## config.mk

```make
export PLATFORM = sky130hd
export DESIGN_NAME = subtractor_400bit
export DESIGN_NICKNAME = d
export VERILOG_FILES = /design/src/rtl/subtractor_400bit_pkg.sv /design/src/rtl/subtractor_400bit_limb_sub.sv /design/src/rtl/subtractor_400bit.sv
export SDC_FILE = /design/constraint.sdc
export NUM_CORES = 1
export LEC_CHECK = 0
export CORE_AREA = 2 2 466 468
export DETAILED_ROUTE_END_ITERATION = 8
export DIE_AREA = 0 0 468 470
export GPL_TIMING_DRIVEN = 0
export PLACE_DENSITY = 0.3
export SYNTH_ARGS = -nofsm -noshare
export SYNTH_HDL_FRONTEND = slang
export SYNTH_SLANG_ARGS = --single-unit
```

## constraint.sdc

```tcl
create_clock -name clk -period 11.11 [get_ports clk]
set_input_delay 2.222 -clock clk [delete_from_list [all_inputs] [get_ports clk]]
set_output_delay 2.222 -clock clk [all_outputs]
set_load 0.01 [all_outputs]
```

## src/rtl/subtractor_400bit_pkg.sv

```systemverilog
// Shared constants, state encoding and index sizing for the byte-serial subtractor.
// Optional feature macro: SUB400_ABS_EN (magnitude result via a negate pass).
package subtractor_400bit_pkg;

    localparam int LIMBS_DEF = 50;
    localparam int W_DEF     = 8;

    // One spare bit so the index can reach LIMBS without wrapping back to limb 0.
    function automatic int idx_width(input int n);
        return $clog2(n) + 1;
    endfunction

    localparam int IDX_W = idx_width(LIMBS_DEF);

    typedef enum logic [1:0] {
        S_IDLE,
        S_SUB,
        S_NEG,
        S_DONE
    } sub_state_t;

endpackage

```

## src/rtl/subtractor_400bit_limb_sub.sv

```systemverilog
// Combinational W-bit subtract with borrow-in/borrow-out, shared by the SUB and NEG passes.
module limb_sub #(
    parameter int W = 8
) (
    input  logic [W-1:0] x_i,
    input  logic [W-1:0] y_i,
    input  logic         bin_i,
    output logic [W-1:0] d_o,
    output logic         bout_o
);

    logic [W:0] full;

    // The extra top bit of the (W+1)-bit difference is the borrow out.
    assign full   = {1'b0, x_i} - {1'b0, y_i} - {{W{1'b0}}, bin_i};
    assign d_o    = full[W-1:0];
    assign bout_o = full[W];

endmodule

```

## src/rtl/subtractor_400bit.sv

```systemverilog
// Byte-serial multi-precision subtractor, LSB limb first, one limb per clock.
// Define SUB400_ABS_EN to turn a negative result into its magnitude with a second pass.
module subtractor_400bit
    import subtractor_400bit_pkg::*;
#(
    parameter int LIMBS = LIMBS_DEF,
    parameter int W     = W_DEF
) (
    input  logic         clk,
    input  logic         rst_n,
    input  logic         start,
    input  logic [W-1:0] a      [LIMBS],
    input  logic [W-1:0] b      [LIMBS],
    output logic [W-1:0] diff   [LIMBS],
    output logic         borrow,
    output logic         neg,
    output logic         busy,
    output logic         done
);

    localparam int            IW   = idx_width(LIMBS);
    localparam int            AW   = IW - 1;
    localparam logic [IW-1:0] LAST = IW'(LIMBS - 1);
    localparam logic [IW-1:0] ENDI = IW'(LIMBS);

    sub_state_t    state_q, state_d;
    logic [IW-1:0] idx_q;
    logic          borrow_q;
    logic [W-1:0]  diff_q [LIMBS];

    logic [AW-1:0] addr;
    logic          last_limb;
    logic [W-1:0]  op_x, op_y, res;
    logic          op_bin, res_bout;

`ifdef SUB400_ABS_EN
    logic          neg_q;
    logic          nbr_q;
`endif

    assign last_limb = (idx_q == LAST);
    // Outside SUB/NEG the index may sit at LIMBS; clamp so no out-of-range limb is read.
    assign addr      = (idx_q < ENDI) ? idx_q[AW-1:0] : '0;

    // NOTE: every always_comb output gets a default first so no latch is inferred.
    always_comb begin
        op_x   = a[addr];
        op_y   = b[addr];
        op_bin = borrow_q;
`ifdef SUB400_ABS_EN
        if (state_q == S_NEG) begin
            op_x   = '0;
            op_y   = diff_q[addr];
            op_bin = nbr_q;
        end
`endif
    end

    limb_sub #(.W(W)) u_limb_sub (
        .x_i    (op_x),
        .y_i    (op_y),
        .bin_i  (op_bin),
        .d_o    (res),
        .bout_o (res_bout)
    );

    // NOTE: sequential state uses non-blocking assignments so all registers update together.
    always_ff @(posedge clk or negedge rst_n) begin
        if (!rst_n) begin
            state_q <= S_IDLE;
        end else begin
            state_q <= state_d;
        end
    end

    always_comb begin
        state_d = state_q;
        if (start) begin
            state_d = S_SUB;
        end else begin
            case (state_q)
                S_SUB: begin
                    if (last_limb) begin
`ifdef SUB400_ABS_EN
                        state_d = res_bout ? S_NEG : S_DONE;
`else
                        state_d = S_DONE;
`endif
                    end
                end
                S_NEG: begin
                    if (last_limb) begin
                        state_d = S_DONE;
                    end
                end
                default: state_d = state_q;
            endcase
        end
    end

    always_comb begin
        busy = (state_q == S_SUB) || (state_q == S_NEG);
        done = (state_q == S_DONE);
    end

    // NOTE: the result limbs are a register file that must read as zero after reset,
    // so each limb is cleared explicitly in the reset branch.
    always_ff @(posedge clk or negedge rst_n) begin
        if (!rst_n) begin
            idx_q    <= '0;
            borrow_q <= 1'b0;
            for (int i = 0; i < LIMBS; i++) begin
                diff_q[i] <= '0;
            end
`ifdef SUB400_ABS_EN
            neg_q    <= 1'b0;
            nbr_q    <= 1'b0;
`endif
        end else if (start) begin
            idx_q    <= '0;
            borrow_q <= 1'b0;
`ifdef SUB400_ABS_EN
            neg_q    <= 1'b0;
            nbr_q    <= 1'b0;
`endif
        end else begin
            case (state_q)
                S_SUB: begin
                    diff_q[addr] <= res;
                    borrow_q     <= res_bout;
                    idx_q        <= idx_q + IW'(1);
`ifdef SUB400_ABS_EN
                    if (last_limb && res_bout) begin
                        idx_q <= '0;
                        neg_q <= 1'b1;
                        nbr_q <= 1'b0;
                    end
`endif
                end
`ifdef SUB400_ABS_EN
                S_NEG: begin
                    diff_q[addr] <= res;
                    nbr_q        <= res_bout;
                    idx_q        <= idx_q + IW'(1);
                end
`endif
                default: ;
            endcase
        end
    end

    assign diff   = diff_q;
    assign borrow = borrow_q;
`ifdef SUB400_ABS_EN
    assign neg    = neg_q;
`else
    assign neg    = 1'b0;
`endif

endmodule
```

==> run metrics <==
total power divided by cell area=between 150 and 200 nW/um^2; synthesized area=21600 sq um; crit start category=flip-flop; hold_buf cts=0; nets@finish=4270; area of the multi-input gates=10600 sq um; die width=468 um; VDD IR max=0.000137 V; total power=6.28 mW; Routed Antenna Nets=0; initial antenna violation count=97; worst path required time=11.60 ns; drt wl/cell=32.4 um; core area=216000 sq um; Setup Skew=0.0376 ns; I/O Buffers=1205; Avg Cell Area, Syn=9.99 sq um; Tmin final=8.73 ns; Pleak=15.1 nW; fmax=115 MHz; CP Max Fanout=10; final instance area=39700 sq um; Final Setup Violations=0; status=finished with violations; largest net degree at the start of global routing=100; fin crit share=78.6%; first-pass GRT wire length=263000 um; Ys Warns=0; WL final=207000 um; Post-synth top flop=dfrtp_1; Setup CP Type=reg2reg; Clock Sinks=410; H-tree depth=2; gpl congestion=between 0.9 and 1; Avg Vias per Cell=approximately 3.8; CP arrival=9.23 ns; RSZ-0062 raised after global routing=false; number of CTS-inserted buffers=54; FF+latch area=10300 sq um; Fillers=around 24000; Worst Hold Class=reg2reg; Post-synth EDFFs=0; syn_nets=around 3000; DRC Markers=1; Max Cap Viol=1; Slew @ Worst Pin=1.61 ns; CTS clk-pin slew, worst paths=0.07 ns; clk root buf=clkbuf_16; failing checks=DRC, capacitance limit, slew limit; die height=~470 um; Via Count=24200; Longest Clk Path Bufs=3; post-route worst setup slack=2.38 ns; CTS tree=built; Rel. slew slack=-7.43%; layout cells sized above 1=between 8 and 9%; 1st-pass router iterations=9; Setup WS pre-CTS=just under 2 ns; ys async rst share=100%; Initial Utilization=10.0%; CP Capture Type=flip-flop; number of global-route vias before repair=~24000; Congestion Overflow GR=0; GRT Total Usage=~18%; Post-DP HPWL=between 150000 and 200000 um; number of placement rows=171; DP Area=37700 sq um; final hold viol count=0; Ports=1207; Final Max Tran Viols=7; Die ar.=220000 sq um; Skew-Pair Late Insertion Delay=0.65 ns; Area Overhead vs Synth=83.4%; register area share after synthesis=47.4%; post-CTS setup buffers=0; Yosys reg bits=410; DR iter-0 viols=2118; PostCTS Resize Cnt=0; post-synth cell types=70; Mapped Cells=2165
==> power by group <==
part	leakage [nW]	total, mW	switching, mW	internal (mW)
combinational	8.55	2.74	1.82	0.913
sequential	5.65	1.70	0.0775	1.62
clock	0.888	1.85	0.746	1.10
==> state kept, by name, summed over array words and instances (netlist names) <==
name,count
borrow,1
diff,400
idx_q,7
state_q,2
==> per-layer routing <==
layer / vias up / track usage, % / share of wire [%]
li1: 10600 / - / -
met1: 12100 / 23.1 / 43
met3: 233 / 4.29 / 7.0
met5: - / 0 / 0.092
met4: 30 / 3.32 / 1.7
met2: 1172 / 31.2 / 49
==> layout by cell type, fill, tap and decap left out, drive strengths merged, types with 23 or more instances in the layout <==
| master | instances |
|---|---|
| diode | 33 |
| mux2i | 80 |
| a222oi | 81 |
| nand3 | 23 |
| nand2 | 428 |
| mux4 | 96 |
| o211ai | 34 |
| nor2 | 90 |
| clkdlybuf4s50 | 1204 |
| mux2 | 51 |
| o21ai | 407 |
| a21oi | 87 |
| buf | 69 |
| clkbuf | 234 |
| dfrtp | 410 |
==> layout make-up <==
class | count | share of cell area [%]
Timing Repair Buffer | 1228 | 31.4
Multi-Input combinational cell | 1538 | 26.7
Sequential cell | 410 | 25.9
Tap cell | 2854 | 9.00
Clock buffer | 78 | 3.91
Buffer | 201 | 2.06
Clock inverter | 16 | 0.659
Antenna cell | 33 | 0.208
Inverter | 16 | 0.151
==> synthesized netlist by cell type, drive strengths merged, types with 9 or more instances <==
cell type | count | area [sq um]
nand2 | 428 | 1610
dfrtp | 410 | 10300
o21ai | 407 | 2040
clkbuf | 155 | 582
mux4 | 96 | 2160
nor2 | 90 | 340
a21oi | 87 | 439
a222oi | 81 | 811
mux2i | 80 | 805
mux2 | 51 | 574
buf | 46 | 230
o211ai | 34 | 255
nand3 | 23 | 115
o22ai | 17 | 106
ha | 16 | 200
inv | 16 | 60.1
nor3 | 11 | 55.1
a31oi | 10 | 62.6
a22oi | 9 | 67.6
==> per-stage QoR <==
stage	hold WS, ns	utilization, %	cells	setup TNS [ns]
CTS	0.483	18.3	6339	0
finish	0.477	18.4	6374	0
floorplan	0.474	-	2165	0
global route	0.495	18.4	6351	0
global placement	0.461	17.3	6224	-5532.38
detailed placement	0.469	17.5	6245	0
==> cells by family (layout without fill, tap and decap cells) <==
kind of cell | Yosys count | count (layout) | share of synthesized area, %
flip-flops | 410 | 410 | 47.4
adder cells (fa/ha/maj) | 18 | 18 | 1.11
multiplexers | 227 | 227 | 16.4
AO/OA/AOI/OAI | 674 | 674 | 18.8
other | 1 | 34 | 0.0173
XOR/XNOR | 10 | 10 | 0.405
buffers and inverters | 217 | 1539 | 4.03
AND/OR/NAND/NOR | 608 | 608 | 11.9
==> worst max-delay path, stage by stage (launching register included) <==
cell and delay, ns:
dfrtp_1 0.39, buf_2 0.26, buf_2 0.45, buf_2 0.56, buf_2 0.58, clkbuf_1 1.03
buf_2 0.57, mux4_2 0.38, a222oi_1 0.87, o21ai_0 0.36, a21oi_1 0.23, nand4_1 0.17
ha_1 0.32, inv_1 0.04, ha_1 0.21, or3_1 0.37, o22ai_1 0.33, xor2_4 0.40
buf_16 0.20, clkbuf_1 0.57, o21ai_0 0.20
==> final timing paths <==
path | from | end | slack [ns] | cells past startpoint
setup / recovery | idx_q[0]$_DFFE_PN0P_ | diff[365]$_DFFE_PN0P_ | 2.38 | 20
hold / removal | diff[3]$_DFFE_PN0P_ | diff[3]$_DFFE_PN0P_ | 0.48 | 2
setup reg to reg | idx_q[0]$_DFFE_PN0P_ | diff[365]$_DFFE_PN0P_ | 2.38 | 20
hold reg to reg | diff[3]$_DFFE_PN0P_ | diff[3]$_DFFE_PN0P_ | 0.48 | 2
max in group asynchronous | rst_n | diff[98]$_DFFE_PN0P_ | 7.93 | 3
min in group asynchronous | rst_n | diff[206]$_DFFE_PN0P_ | 1.56 | 1
No activity file was read; power rests on OpenSTA's default activity.
